$ cat config.mk
export PLATFORM = sky130hd
export DESIGN_NAME = alu_rot_sequencer
export DESIGN_NICKNAME = d
export VERILOG_FILES = /design/src/rtl/alu_seq_pkg.sv /design/src/rtl/alu_rot_sequencer.sv
export SDC_FILE = /design/constraint.sdc
export NUM_CORES = 1
export LEC_CHECK = 0
export ABC_CLOCK_PERIOD_IN_PS = 2200
export BUFFER_PORTS_ARGS = -buffer_cell sky130_fd_sc_hd__buf_2
export CAP_MARGIN = 20
export CORE_ASPECT_RATIO = 1.25
export CORE_MARGIN = 2
export CORE_UTILIZATION = 30
export CTS_CLUSTER_DIAMETER = 60
export CTS_CLUSTER_SIZE = 28
export DETAILED_ROUTE_END_ITERATION = 7
export PLACE_DENSITY_LB_ADDON = 0.08
export SLEW_MARGIN = 20
export SYNTH_ARGS = -nofsm -noshare
export SYNTH_HDL_FRONTEND = slang
export SYNTH_SLANG_ARGS = --single-unit
$ cat constraint.sdc
create_clock -name CLK -period 2.2 [get_ports CLK]
set_clock_uncertainty 0.1 [all_clocks]
set_input_delay 0 -clock CLK [delete_from_list [all_inputs] [get_ports CLK]]
set_output_delay 0 -clock CLK [all_outputs]
set_load 0.1 [all_outputs]
$ cat src/rtl/alu_seq_pkg.sv
// Shared types and datapath control encodings for the add/sub/rotate sequencer.
// No logic or latency of its own.
// Not applicable: types and constants only.
package alu_seq_pkg;

   // Command opcodes as presented on cmd_op
   typedef enum logic [1:0] {
      OP_ADD  = 2'b00,
      OP_SUB  = 2'b01,
      OP_ROTL = 2'b10,
      OP_ROTR = 2'b11
   } op_e;

   // Sequencer states
   typedef enum logic [2:0] {
      IDLE    = 3'd0,
      LOAD    = 3'd1,
      ROT     = 3'd2,
      CAPTURE = 3'd3,
      RESP    = 3'd4
   } state_e;

   // Datapath Control encodings: bit2 selects arithmetic, bit1 add/sub, bit0 rotate direction
   localparam logic [2:0] CTRL_ADD  = 3'b110;
   localparam logic [2:0] CTRL_SUB  = 3'b100;
   localparam logic [2:0] CTRL_ROTL = 3'b001;
   localparam logic [2:0] CTRL_ROTR = 3'b000;

endpackage

$ cat src/rtl/alu_rot_sequencer.sv
// Command-side initiator: runs one add/sub/rotate on the external datapath register and returns the result.
// Latency accept->rsp_valid: 2 cycles for ADD/SUB and rotate count 0, N+2 cycles for rotate count N.
// cmd_ready only in IDLE (one command in flight); rsp_data held stable in RESP until rsp_ready.
module alu_rot_sequencer
   import alu_seq_pkg::*;
#(
   parameter int DATA_W = 8,
   parameter int CNT_W  = 4
) (
   input  logic              CLK,
   input  logic              RST,
   input  logic              cmd_valid,
   output logic              cmd_ready,
   input  logic [1:0]        cmd_op,
   input  logic [DATA_W-1:0] cmd_a,
   input  logic [DATA_W-1:0] cmd_b,
   input  logic [CNT_W-1:0]  cmd_count,
   output logic              rsp_valid,
   input  logic              rsp_ready,
   output logic [DATA_W-1:0] rsp_data,
   output logic [DATA_W-1:0] dp_input_1,
   output logic [DATA_W-1:0] dp_input_2,
   output logic [2:0]        dp_control,
   input  logic [DATA_W-1:0] dp_output
);

   state_e              state_q, state_d;
   op_e                 op_q, op_d;
   logic [DATA_W-1:0]   a_q, a_d;
   logic [DATA_W-1:0]   b_q, b_d;
   logic [CNT_W-1:0]    cnt_q, cnt_d;
   logic                rsp_valid_q, rsp_valid_d;
   logic [DATA_W-1:0]   rsp_data_q, rsp_data_d;

   // State register; reset discards any command in flight
   always_ff @(posedge CLK or posedge RST) begin
      if (RST) begin
         state_q     <= IDLE;
         op_q        <= OP_ADD;
         a_q         <= '0;
         b_q         <= '0;
         cnt_q       <= '0;
         rsp_valid_q <= 1'b0;
         rsp_data_q  <= '0;
      end else begin
         state_q     <= state_d;
         op_q        <= op_d;
         a_q         <= a_d;
         b_q         <= b_d;
         cnt_q       <= cnt_d;
         rsp_valid_q <= rsp_valid_d;
         rsp_data_q  <= rsp_data_d;
      end
   end

   // Next-state, command latch, rotate step counter and response capture
   always_comb begin
      state_d     = state_q;
      op_d        = op_q;
      a_d         = a_q;
      b_d         = b_q;
      cnt_d       = cnt_q;
      rsp_valid_d = rsp_valid_q;
      rsp_data_d  = rsp_data_q;
      case (state_q)
         IDLE: begin
            if (cmd_valid) begin
               op_d    = op_e'(cmd_op);
               a_d     = cmd_a;
               b_d     = cmd_b;
               cnt_d   = cmd_count;
               state_d = LOAD;
            end
         end
         LOAD: begin
            // Rotates with a zero count skip ROT: the loaded value is the result
            if ((op_q == OP_ROTL || op_q == OP_ROTR) && cnt_q != '0) begin
               state_d = ROT;
            end else begin
               state_d = CAPTURE;
            end
         end
         ROT: begin
            cnt_d = cnt_q - CNT_W'(1);
            if (cnt_q == CNT_W'(1)) begin
               state_d = CAPTURE;
            end
         end
         CAPTURE: begin
            // Datapath output already reflects the last operation at this edge
            rsp_data_d  = dp_output;
            rsp_valid_d = 1'b1;
            state_d     = RESP;
         end
         RESP: begin
            if (rsp_ready) begin
               rsp_valid_d = 1'b0;
               state_d     = IDLE;
            end
         end
         default: begin
            state_d     = IDLE;
            rsp_valid_d = 1'b0;
         end
      endcase
   end

   // Datapath drive decoded from state; it has no hold mode, so idle states load zero
   always_comb begin
      dp_control = CTRL_ADD;
      dp_input_1 = '0;
      dp_input_2 = '0;
      case (state_q)
         LOAD: begin
            case (op_q)
               OP_ADD: begin
                  dp_control = CTRL_ADD;
                  dp_input_1 = a_q;
                  dp_input_2 = b_q;
               end
               OP_SUB: begin
                  dp_control = CTRL_SUB;
                  dp_input_1 = a_q;
                  dp_input_2 = b_q;
               end
               default: begin
                  // Rotates start by loading a (a + 0)
                  dp_control = CTRL_ADD;
                  dp_input_1 = a_q;
                  dp_input_2 = '0;
               end
            endcase
         end
         ROT: begin
            dp_control = (op_q == OP_ROTL) ? CTRL_ROTL : CTRL_ROTR;
         end
         default: begin
            dp_control = CTRL_ADD;
         end
      endcase
   end

   assign cmd_ready = (state_q == IDLE);
   assign rsp_valid = rsp_valid_q;
   assign rsp_data  = rsp_data_q;

endmodule

==> run metrics <==
main area contributors after synthesis=dfrtp_1 53%, mux2_2 17%, and2_1 6.2%; final count of hold timing violations=0; yosys synthesis warning count=0; Cell Rows=29; maximum level of the CTS H-tree=2; library cell with the highest instance count after synthesis=dfrtp_1; Synth area leader=dfrtp_1; max-cap violations=0; most frequent cells after synthesis=34 x dfrtp_1, 25 x mux2_2, 16 x and2_1; element type at the critical path start=flop; result of the run=finished clean; path depth of the worst reg2reg path=3; Detailed Place HPWL=2720 µm; antenna violations before repair=0; dominant synthesized flop cell=dfrtp_1; total nets after synthesis=171; max frequency=528 MHz; Setup TNS=0 ns; area post-placement=2260 µm²; global-route usage over all layers=0.142; total wire length after detailed routing=3820 µm; net count of the finished layout=around 270; DRC violations left=0; transition at the pin with the smallest max-transition slack=0.493 ns; last weighted congestion value of the routability-driven placer=0.746; maximum number of pins on one net before global-route repair=35; Reg clk slew, reported paths=0.07 ns; clock latency at the later pin of the worst-skew pair=about 0.28 ns; cell count after synthesis=135; Final ANT Viol Nets=0; via count=1373; required arrival time at the worst endpoint=2.10 ns; area of all placed cells without fillers=2660 µm²; number of filler cells placed in the layout=between 400 and 500; fraction of registers with async set or reset after synthesis=1.00; count of flip-flops with a built-in enable after synthesis=0; worst slack, placed=roughly 0.50 ns; RSZ-0062 raised after global routing=false; DR vias/cell=approximately 4.6; Num CTS Buffers=5; Distinct cells, synth=32; wire length of the first global-routing pass=6730 µm; master of the slowest instance on the critical path=dfrtp_1; stage delay of the slowest cell on the critical path=0.53 ns; Die ar.=5980 µm²; Num Clock Sinks=34; average size of a mapped cell=between 10 and 15 µm²; total iterations of the first detailed-routing run=4; setup ws final=0.307 ns; core area=5120 µm²; Die X=69.6 µm; final worst path period share=0.860; remaining global-route overflow=0; fraction of final layout cells sized beyond drive strength 1=0.453; Cell Chain, Critical Path=nor3b_1, and2b_1, and2_1, buf_12; Root Buffer=clkbuf_8; vias in the first global route=1477; vertical die dimension=85.9 µm; post-synthesis sequential element count=34; highest fanout seen on the critical path=11; area growth from synthesis to layout=64.9%; count of buffers added by post-CTS timing repair for setup=0; port buffer count=62; final core area utilization=0.519; portion of the post-synthesis area used by sequential elements=0.528; kind of path behind the tightest hold check=primary input to flop; min cycle time layout=between 1.5 and 2 ns; CTS tree=built; CTS Buffer Depth=2; count of cells along the worst hold path=4; Max Transition Viols Final=0; Starting Density=0.315; Worst Path Arrival=1.79 ns; crit path capture type=output pin; Max transition margin=0.670; IO Count=63; Worst Path Class, Setup=flop to output pin; drt wl/cell=12.9 µm; area share of the leading cell type in the synthesized netlist=0.528; Final setup violation count=0; netlist area before placement=1610 µm²; ANT cells=0; DRC marker count from the first detailed-route iteration=61
[worst max-delay path, delay by kind of cell, from the launching register on]
kind / cells / cell delay [ns]
simple gates: 3 / 0.80
flops: 1 / 0.53
buf+inv: 1 / 0.18
[stage by stage]
stage	instances	hold WS, ns
3_3_place_gp	257	0.0231
6_report	296	0.0316
3_5_place_dp	257	0.0281
2_1_floorplan	135	0.0168
5_1_grt	296	0.0547
4_1_cts	296	0.0260
[cell families (layout without fill, tap and decap cells)]
group	Yosys count	count (layout)	synth area share
buffers and inverters	14	113	0.0512
DFF	34	34	0.528
adders and majority gates	2	2	0.0155
and+or+nand+nor	44	44	0.163
AOI/OAI and AO/OA	15	15	0.0621
xor gates and xnor gates	1	1	0.00544
muxes	25	25	0.175
[state kept, by name, summed over array words and instances (netlist names)]
signal	flops
state_q	3
rsp_valid	1
rsp_data	8
b_q	8
cnt_q	4
a_q	8
op_q	2
[path summary, 6_finish.rpt]
| path | start | end | slack, ns |
|---|---|---|---|
| worst max-delay path | state_q[0] | dp_input_2[0] | 0.31 |
| worst min-delay path | cmd_count[0] | cnt_q[0] | 0.03 |
| worst max register to register | state_q[0] | cnt_q[2] | 0.47 |
| worst min register to register | a_q[7] | a_q[7] | 0.40 |
| max in group asynchronous | RST | b_q[4] | 1.42 |
| min in group asynchronous | RST | a_q[0] | 0.25 |
[cell type report]
class                           count  area [µm²]  share of cell area
Timing Repair Buffer               98         913               0.344
Sequential cell                    34         851               0.320
Multi-Input combinational cell     87         698               0.263
Clock buffer                        7        86.3              0.0325
Tap cell                           62        77.6              0.0292
Inverter                            7        26.3             0.00989
Clock inverter                      1        5.00             0.00188
[per-layer routing]
| layer | up-vias | global-route usage | routed length, µm |
|---|---|---|---|
| li1 | 657 | - | - |
| met1 | 670 | 0.154 | 1570 |
| met2 | 41 | 0.258 | 1950 |
| met3 | 5 | 0.0505 | 245 |
| met4 | 0 | 0.0463 | 53 |
| met5 | - | 0 | 0 |
[layout by cell type (no fill, tap or decap), drive strengths merged]
| master | instances |
|---|---|
| a21oi | 3 |
| a31oi | 1 |
| and2 | 16 |
| and2b | 1 |
| and4bb | 1 |
| buf | 67 |
| clkbuf | 7 |
| clkinv | 1 |
| dfrtp | 34 |
| dlygate4sd3 | 31 |
| ha | 2 |
| inv | 7 |
| mux2 | 25 |
| nand2 | 7 |
| nand3 | 1 |
| nand3b | 1 |
| nand4 | 1 |
| nand4b | 1 |
| nor2 | 6 |
| nor3 | 2 |
| nor3b | 3 |
| nor4b | 1 |
| o211a | 1 |
| o21ai | 6 |
| o22a | 1 |
| o311a | 1 |
| o31a | 1 |
| o41ai | 1 |
| or2 | 1 |
| or3b | 1 |
| or4b | 1 |
| xnor2 | 1 |
[timing repair]
item                                   4_1_cts  5_1_grt
gates resized for setup                      0        0
endpoints found under the hold margin       65        0
hold buffers                                31        0
Power is left out: the tool's default activity adds up to more than one toggle a clock period on the data nets, which glitch-free logic cannot reach.
